**src/rtl/controle_ciclo_pkg.sv**
```systemverilog
// State codes, rinse-count sizing and actuator decode shared by the washer sequencer.
// Compile with ENXAGUE_DUPLO_EN defined for two fill/rinse/drain rounds before spin.
package controle_pkg;

  localparam logic [2:0] OCIOSO      = 3'd0;
  localparam logic [2:0] ENCHER      = 3'd1;
  localparam logic [2:0] LAVAR       = 3'd2;
  localparam logic [2:0] DRENAR      = 3'd3;
  localparam logic [2:0] ENXAGUAR    = 3'd4;
  localparam logic [2:0] CENTRIFUGAR = 3'd5;
  localparam logic [2:0] PAUSA       = 3'd6;
  localparam logic [2:0] ERRO        = 3'd7;

`ifdef ENXAGUE_DUPLO_EN
  localparam int ENX_W = 2;
  localparam int N_ENX = 2;
`else
  localparam int ENX_W = 1;
  localparam int N_ENX = 1;
`endif

  typedef struct packed {
    logic valvula;
    logic bomba;
    logic motor_lavar;
    logic motor_centrifugar;
    logic trava;
    logic erro;
  } atuadores_t;

  function automatic logic ativo(input logic [2:0] est);
    return (est >= ENCHER) && (est <= CENTRIFUGAR);
  endfunction

  function automatic atuadores_t decodifica(input logic [2:0] est);
    atuadores_t a;
    a = '0;
    case (est)
      ENCHER:         begin a.valvula = 1'b1; a.trava = 1'b1; end
      LAVAR, ENXAGUAR: begin a.motor_lavar = 1'b1; a.trava = 1'b1; end
      DRENAR:         begin a.bomba = 1'b1; a.trava = 1'b1; end
      CENTRIFUGAR:    begin a.bomba = 1'b1; a.motor_centrifugar = 1'b1; a.trava = 1'b1; end
      ERRO:           a.erro = 1'b1;
      default:        a = '0;
    endcase
    return a;
  endfunction

endpackage

```
**src/rtl/controle_ciclo_temporizador.sv**
```systemverilog
// Free-running phase timer: clear wins over enable, holds when neither is set.
module temporizador #(
  parameter int CNT_W = 24
) (
  input  logic             clk,
  input  logic             reset_n,
  input  logic             i_clear,
  input  logic             i_enable,
  output logic [CNT_W-1:0] o_count
);

  logic [CNT_W-1:0] r_count;

  always_ff @(posedge clk or negedge reset_n) begin
    if (!reset_n)      r_count <= '0;
    else if (i_clear)  r_count <= '0;
    else if (i_enable) r_count <= r_count + 1'b1;
  end

  assign o_count = r_count;

endmodule

```
**src/rtl/controle_ciclo.sv**
```systemverilog
// Washing-cycle sequencer: fill/wash/drain/fill/rinse/drain/spin with pause and timeout error.
// ENXAGUE_DUPLO_EN (see controle_pkg) turns the rinse flag into a two-round counter.
module controle_ciclo
  import controle_pkg::*;
#(
  parameter int CNT_W        = 24,
  parameter int T_LAVAR      = 1000,
  parameter int T_ENXAGUE    = 600,
  parameter int T_CENTRIF    = 800,
  parameter int T_ENCHER_MAX = 2000,
  parameter int T_DRENAR_MAX = 2000
) (
  input  logic       clk,
  input  logic       reset_n,
  input  logic       pulso_iniciar,
  input  logic       tampa_fechada,
  input  logic       nivel_cheio,
  input  logic       nivel_vazio,
  output logic       valvula_entrada,
  output logic       bomba_saida,
  output logic       motor_lavar,
  output logic       motor_centrifugar,
  output logic       trava_tampa,
  output logic       erro,
  output logic       fim_ciclo,
  output logic [2:0] estado
);

  localparam logic [CNT_W-1:0] L_LAVAR    = CNT_W'(T_LAVAR - 1);
  localparam logic [CNT_W-1:0] L_ENXAGUE  = CNT_W'(T_ENXAGUE - 1);
  localparam logic [CNT_W-1:0] L_CENTRIF  = CNT_W'(T_CENTRIF - 1);
  localparam logic [CNT_W-1:0] L_ENCHER   = CNT_W'(T_ENCHER_MAX - 1);
  localparam logic [CNT_W-1:0] L_DRENAR   = CNT_W'(T_DRENAR_MAX - 1);
  localparam logic [ENX_W-1:0] ENX_LIMITE = ENX_W'(N_ENX);

  logic [2:0]       r_estado, r_salvo, w_prox;
  logic [ENX_W-1:0] r_enx, w_enx_prox;
  logic             r_fim;
  logic [CNT_W-1:0] w_cnt;
  logic             w_pausar, w_clr, w_en;
  atuadores_t       w_at;

  temporizador #(.CNT_W(CNT_W)) u_tempo (
    .clk      (clk),
    .reset_n  (reset_n),
    .i_clear  (w_clr),
    .i_enable (w_en),
    .o_count  (w_cnt)
  );

  // Pause requests outrank every sensor, expiry and timeout decision below.
  always_comb begin
    w_prox     = r_estado;
    w_enx_prox = r_enx;
    w_pausar   = ativo(r_estado) && (pulso_iniciar || !tampa_fechada);
    if (w_pausar) begin
      w_prox = PAUSA;
    end else begin
      case (r_estado)
        OCIOSO: begin
          if (pulso_iniciar && tampa_fechada) begin
            w_prox     = ENCHER;
            w_enx_prox = '0;
          end
        end
        ENCHER: begin
          if (nivel_cheio)            w_prox = (r_enx == '0) ? LAVAR : ENXAGUAR;
          else if (w_cnt == L_ENCHER) w_prox = ERRO;
        end
        LAVAR:       if (w_cnt == L_LAVAR)   w_prox = DRENAR;
        ENXAGUAR:    if (w_cnt == L_ENXAGUE) w_prox = DRENAR;
        DRENAR: begin
          if (nivel_vazio) begin
            if (r_enx < ENX_LIMITE) begin
              w_prox     = ENCHER;
              w_enx_prox = r_enx + 1'b1;
            end else begin
              w_prox = CENTRIFUGAR;
            end
          end else if (w_cnt == L_DRENAR) begin
            w_prox = ERRO;
          end
        end
        CENTRIFUGAR: if (w_cnt == L_CENTRIF) w_prox = OCIOSO;
        PAUSA:       if (pulso_iniciar && tampa_fechada) w_prox = r_salvo;
        ERRO: begin
          if (pulso_iniciar) begin
            w_prox     = OCIOSO;
            w_enx_prox = '0;
          end
        end
        default:     w_prox = OCIOSO;
      endcase
    end
  end

  // Entering or leaving PAUSA keeps the count so a resumed phase finishes its budget.
  assign w_clr = (w_prox != r_estado) && (w_prox != PAUSA) && (r_estado != PAUSA);
  assign w_en  = ativo(r_estado);

  always_ff @(posedge clk or negedge reset_n) begin
    if (!reset_n) begin
      r_estado <= OCIOSO;
      r_salvo  <= OCIOSO;
      r_enx    <= '0;
      r_fim    <= 1'b0;
    end else begin
      r_estado <= w_prox;
      r_enx    <= w_enx_prox;
      r_fim    <= (r_estado == CENTRIFUGAR) && (w_prox == OCIOSO);
      if (w_pausar) r_salvo <= r_estado;
    end
  end

  assign w_at              = decodifica(r_estado);
  assign valvula_entrada   = w_at.valvula;
  assign bomba_saida       = w_at.bomba;
  assign motor_lavar       = w_at.motor_lavar;
  assign motor_centrifugar = w_at.motor_centrifugar;
  assign trava_tampa       = w_at.trava;
  assign erro              = w_at.erro;
  assign fim_ciclo         = r_fim;
  assign estado            = r_estado;

endmodule
```
**config.mk**
```make
export PLATFORM = sky130hd
export DESIGN_NAME = controle_ciclo
export DESIGN_NICKNAME = d
export VERILOG_FILES = /design/src/rtl/controle_ciclo_pkg.sv /design/src/rtl/controle_ciclo_temporizador.sv /design/src/rtl/controle_ciclo.sv
export SDC_FILE = /design/constraint.sdc
export NUM_CORES = 1
export LEC_CHECK = 0
export BUFFER_PORTS_ARGS = -buffer_cell sky130_fd_sc_hd__buf_2
export CORE_UTILIZATION = 60
export DETAILED_ROUTE_END_ITERATION = 6
export PLACE_DENSITY = 0.79
export SYNTH_ARGS = -nofsm -noshare
export SYNTH_HDL_FRONTEND = slang
export SYNTH_SLANG_ARGS = --single-unit
```
**constraint.sdc**
```tcl
create_clock -name clk -period 7 [get_ports clk]
set_input_delay 0.7 -clock clk [delete_from_list [all_inputs] [get_ports clk]]
set_output_delay 0.7 -clock clk [all_outputs]
set_load 0.02 [all_outputs]
```
---- Word level (Yosys, flattened, before mapping) ----
Index checks and enable logic that the tools add are counted.
word-level totals
  register bits ........................... 32
  input port bits ......................... 6
  output and inout port bits .............. 10
  word-level logic and storage cells ...... 71
cells by class
  $add $sub $neg .......................... 2
  order comparisons ....................... 3
  equal/unequal tests ..................... 18
  muxes and demuxes ....................... 26
  bitwise logic cells ..................... 1
  reductions and logical operators ........ 16
operators with widths
  operator                 number
  $eq A24 B10 Y1 const B   3
  $mux W24                 2
  $mux W3                  12
  $add A24 B1 Y24 const B  1
  $eq A24 B11 Y1 const B   1
  $pmux W3 S8              1
  $eq A3 B3 Y1 const B     4
  $mux W1                  10
  $ne A2 B2 Y1 const B     4
  $eq A3 B2 Y1 const B     2
  $logic_and A1 B1 Y1      6
  $logic_not A3 Y1         2
  $ne A3 B3 Y1 const B     2
  $reduce_and A6 Y1        1
  $reduce_or A5 Y1         1
  $reduce_or A2 Y1         2
  $eq A3 B1 Y1 const B     1
  $ge A3 B1 Y1 const B     1
  $le A3 B3 Y1 const B     1
  $ne A3 B3 Y1             1
  $pmux W1 S3              1
  $reduce_bool A3 Y1       1
  $reduce_bool A2 Y1       1
  $add A1 B1 Y1 const B    1
  4 further kinds          4

---- Depth between registers and ports, before layout ----
  depth after elaboration ................. 9
  mapped depth ............................ 10
  depth with buffers taken out ............ 8

---- Hierarchy ----
Synthesis repeated with hierarchy kept, for this count alone.
unflattened totals
  cells, all modules ...................... 252
  area, all modules ....................... 2,207.1 sq um
by module, submodules not included
  module          instances  cells each  area each (sq um)  seq. area each (sq um)
  temporizador    1          129         1,238.7            600.6
  controle_ciclo  1          123         968.4              200.2

---- Worst setup path before layout ----
Ideal clock, no wire load.
  path kind ............................... input-to-reg
  from .................................... input port pulso_iniciar
  to ...................................... register u_tempo.r_count[11], in the netlist u_tempo.o_count[11]
  library setup time ...................... 0.073 ns
  data arrival time ....................... 2.732 ns
  data required time ...................... 6.927 ns
  slack ................................... 4.195 ns
  stages on the path ...................... 10
  path buffers ............................ 3
  path through ............................ clkbuf_1 nand2b_1 o22ai_1 o211a_1 or3b_2 buf_4 o32ai_1 a31oi_4 buf_6 a21oi_2
on the way
  cells in the longest elaborated chain, start to end .. 8
  elaborated cells on any way between the ends .. 14
  classes of those cells .................. eq/ne: 2; mux: 6; reduce/logical: 6
ends and longest elaborated chain
  element                                                RTL line                                    source
  start, declared                                        controle_ciclo.sv:15                        input logic pulso_iniciar,
  $logic_and A1 B1 Y1                                    controle_ciclo.sv:61, controle_ciclo.sv:85
  $mux W3, on equally long branches                      controle_ciclo.sv:85, controle_ciclo.sv:61
  $pmux W3 S8                                            controle_ciclo.sv:59                        case (r_estado)
  $mux W3 (*)                                            controle_ciclo.sv:56                        if (w_pausar) begin
  named net w_prox[1]                                    controle_ciclo.sv:36                        logic [2:0] r_estado, r_salvo, w_prox;
  $ne A3 B3 Y1                                           controle_ciclo.sv:98                        assign w_clr = (w_prox != r_estado) && (w_prox != PAUSA) && (r_estado != PAUSA);
  $logic_and A1 B1 Y1 (*) (2 in series)                  controle_ciclo.sv:98
  $mux W24 / $reduce_bool A2 Y1 (equally long branches)  -
  end signal, assigned                                   controle_ciclo_temporizador.sv:17           else if (i_enable) r_count <= r_count + 1'b1;
  end, declared                                          controle_ciclo_temporizador.sv:12           logic [CNT_W-1:0] r_count;
The timed path passes the listed nets; every way through them passes the cells marked *.
A chain may end at the register's enable or synchronous reset.

---- Final worst setup path ----
  from .................................... register u_tempo.r_count[0], in the netlist u_tempo.o_count[0]
  to ...................................... register u_tempo.r_count[0], in the netlist u_tempo.o_count[0]
on the way
  cells in the longest elaborated chain, start to end .. 9
  elaborated cells on any way between the ends .. 20
  classes of those cells .................. add/sub: 1; eq/ne: 6; mux: 10; reduce/logical: 3
ends and longest elaborated chain
  element                                                RTL line
  $eq A24 B11 Y1                                         controle_ciclo.sv:68, controle_ciclo.sv:80
  $mux W3                                                controle_ciclo.sv:68, controle_ciclo.sv:80
  $mux W3, on equally long branches                      controle_ciclo.sv:73, controle_ciclo.sv:67
  $pmux W3 S8 (*)                                        controle_ciclo.sv:59
  $mux W3 (*)                                            controle_ciclo.sv:56
  named net w_prox[2]                                    controle_ciclo.sv:36
  $ne A3 B3 Y1                                           controle_ciclo.sv:98
  $logic_and A1 B1 Y1 (*) (2 in series)                  controle_ciclo.sv:98
  $mux W24 / $reduce_bool A2 Y1 (equally long branches)  -
The timed path passes the listed nets; every way through them passes the cells marked *. The select of a mux whose other input is x is not followed.

==> summary.txt <==
Status
  – Status: finished, final reports clean

Worst setup path
  – R2R Setup Slk: 3550 ps
  – Crit path max fanout: 24
  – Worst path required time: 7190 ps
  – R2R cell count: 8
  – Critical Path Start Type: flop
  – Critical R2R Capture: u_tempo.o_count[0]
  – Crit Path Category: reg -> reg
  – Worst r2r src: u_tempo.o_count[0]
  – Critical path origin: u_tempo.o_count[0]
  – Arrival time at the worst endpoint: 3640 ps
  – Worst setup EP type: flop

Detailed routing
  – Total Wirelength: 4.290 mm
  – WL/cell: 15.11 µm
  – Remaining DRCs: 0
  – Vias/cell: 6.099
  – Initial DRC count: 124
  – Post-route ant nets: 0
  – DR pass1 iterations: 4
  – Via count: 1732

STA
  – Final Hold Vio Count: 0
  – Final Max Tran Viols: 0
  – Slew HR: 33.70%
  – Final setup fails: 0
  – Clock Skew: roughly 14 ps
  – Setup TNS: 0 ps
  – Fin crit period: 3450 ps
  – RSZ-0062 raised after global routing: false
  – Measured slew at the worst slew-check pin: a little under 1000 ps
  – Final period util: 49.29%
  – Hold WS: 396.1 ps
  – Fmax: 0.2898 GHz

Power and ir drop
  – Worst vdd ir: about 0.00021 V
  – Leak: 0.9539 nW
  – Pwr dens: about 370 nW/µm²
  – Final Power: approximately 0.85 mW

Logic synthesis
  – Register area share after synthesis: 36.95%
  – Post-Syn Nets: around 240
  – EDFF count, synth: 0
  – Post-synth cell types: 54
  – Syn Area/Cell: 9.505 µm²
  – Post-Syn Instances: 228
  – Cell Area, Synth: ~2200 µm²
  – Synth async-reset ratio: 100.0%
  – Syn. warnings: 0
  – Yosys reg bits: 32
  – Top_reg_cell synth: dfrtp_1

Flow run
  – # Max-Cap Violations: 0

Clock network
  – Cts repair resizes: 0
  – CTS Hold Bufs: 0
  – CTS H-tree depth: 2
  – Sink Count: 32
  – Worst-Skew Late Latency: 350 ps
  – CTS tree: done
  – Clk buf depth: 2
  – # Post-CTS Setup Buffers: 0
  – CTS root buffer: clkbuf_4
  – TritonCTS Buffers: 5
  – Reg clk slew, reported paths: 100 ps

GRT
  – Antenna violations before repair: 0
  – All-Layer GR Usage: around a quarter
  – Largest net degree at the start of global routing: 33
  – GRT overflow: 0
  – Vias in the first global route: roughly 1700
  – First-pass GRT wire length: approximately 7.7 mm

Place
  – Dpl hpwl: 2.976 mm
  – Gpl congestion: 0.8800
  – IO Port Bufs: 15

Layout
  – Most common cell after layout, fill and taps aside: dfrtp_1
  – Most frequent cells in the layout: dfrtp_1, nand2_1, a21oi_2, xor2_1, buf_2
  – Diodes inserted: 0
  – Area grow syn2layout: 5.543%
  – Fillers: between 200 and 300
  – Layout cell share with drive strength beyond 1: about 22%
  – # nets final: roughly 240

Die
  – Die area: 3856 µm²
  – Chip width: between 60 and 70 µm
  – Die Ht: 62.10 µm
  – IO Count: 16
  – Core Box Area: between 3000 and 4000 µm²
  – Num rows: 21
  – Initial core utilization: between 60% and 70%

Min path
  – Hold crit path type: in -> async
[flip-flops by register name (all words and copies together) (netlist names)]
register         flops
fim_ciclo            1
r_enx                1
u_tempo.o_count     24
r_salvo              3
estado               3
[cells by family after synthesis]
logic type	share of synthesized area [%]
AND/OR/NAND/NOR	26.44
AO/OA/AOI/OAI	18.82
multiplexers	2.483
flip-flops	36.95
adder cells (fa/ha/maj)	0.5773
buffers and inverters	5.023
XOR/XNOR	9.700
[Yosys cell counts, types with 2 or more instances]
cell type	count	area, µm²
nand3_1	8	40.04
nor2_1	7	26.28
and4_1	5	43.79
o21ai_0	3	15.01
o21a_1	2	15.01
a21oi_1	7	35.03
or4_4	2	22.52
xor2_1	18	157.7
and2_1	4	25.02
o31ai_1	2	15.01
nand2b_1	2	12.51
inv_1	7	26.28
buf_4	4	30.03
nor4_1	6	37.54
nand2_1	24	90.09
o221ai_1	3	26.28
a21oi_2	20	175.2
buf_6	2	22.52
mux2i_1	2	20.02
nor2b_1	4	25.02
or4_1	2	15.01
nand4_1	6	37.54
and3_1	6	37.54
o22ai_1	2	12.51
nor3_1	5	25.02
nor4bb_1	2	20.02
clkbuf_1	7	26.28
or3_1	3	18.77
xnor2_1	6	52.55
dfrtp_1	32	800.8
or4b_1	2	20.02
[final cells by class]
cell class | instances | area, µm² | area share [%]
clock buffer | 7 | 55.05 | 2.407
clock inverter | 1 | 7.507 | 0.3282
inverter | 7 | 26.28 | 1.149
multi-input combinational | 175 | 1257 | 54.98
sequential | 32 | 800.8 | 35.01
tap | 46 | 57.56 | 2.516
timing repair buffer | 16 | 82.58 | 3.611
[layer usage]
metal | share of wire [%] | GRT usage [%] | vias up | wire, µm
met1 | 47 | 34.56 | 821 | 2025
li1 | - | - | 853 | -
met5 | 0 | 0 | - | 0
met3 | 4.9 | 4.596 | 6 | 211
met2 | 46 | 39.84 | 52 | 1991
met4 | 1.4 | 8.430 | 0 | 61
[critical path, stage by stage, from the launching register on]
cell and delay, ps:
dfrtp_1 390, ha_1 210, or4b_4 510, nor4_4 320
a21oi_1 120, or4_4 560, mux2i_4 210, a31oi_4 820
a21oi_1 150
[power by group]
group | switching [mW] | total, mW | internal [mW]
Combinational | 0.303 | 0.462 | 0.159
Clock | 0.0647 | 0.114 | 0.0491
Sequential | 0.0599 | 0.275 | 0.215
[metrics by stage]
| step | setup WS [ps] | instance area, µm² | instances | utilization [%] |
|---|---|---|---|---|
| after floorplan | 4195 | 2167 | 228 | - |
| after global placement | 3508 | 2225 | 276 | 65.63 |
| after detailed placement | 3539 | 2225 | 276 | 65.63 |
| after CTS | 3513 | 2287 | 284 | 67.48 |
| after global routing | 3203 | 2287 | 284 | 67.48 |
| final | 3550 | 2287 | 284 | 67.48 |
[worst max-delay path by stage]
stage	to	depth (start not counted)
5_1_grt	u_tempo.o_count[20]	7
2_1_floorplan	u_tempo.o_count[11]	10
3_5_place_dp	u_tempo.o_count[0]	8
6_report	u_tempo.o_count[0]	8
3_3_place_gp	u_tempo.o_count[20]	8
4_1_cts	u_tempo.o_count[0]	8
No activity file was read; power rests on OpenSTA's default activity.
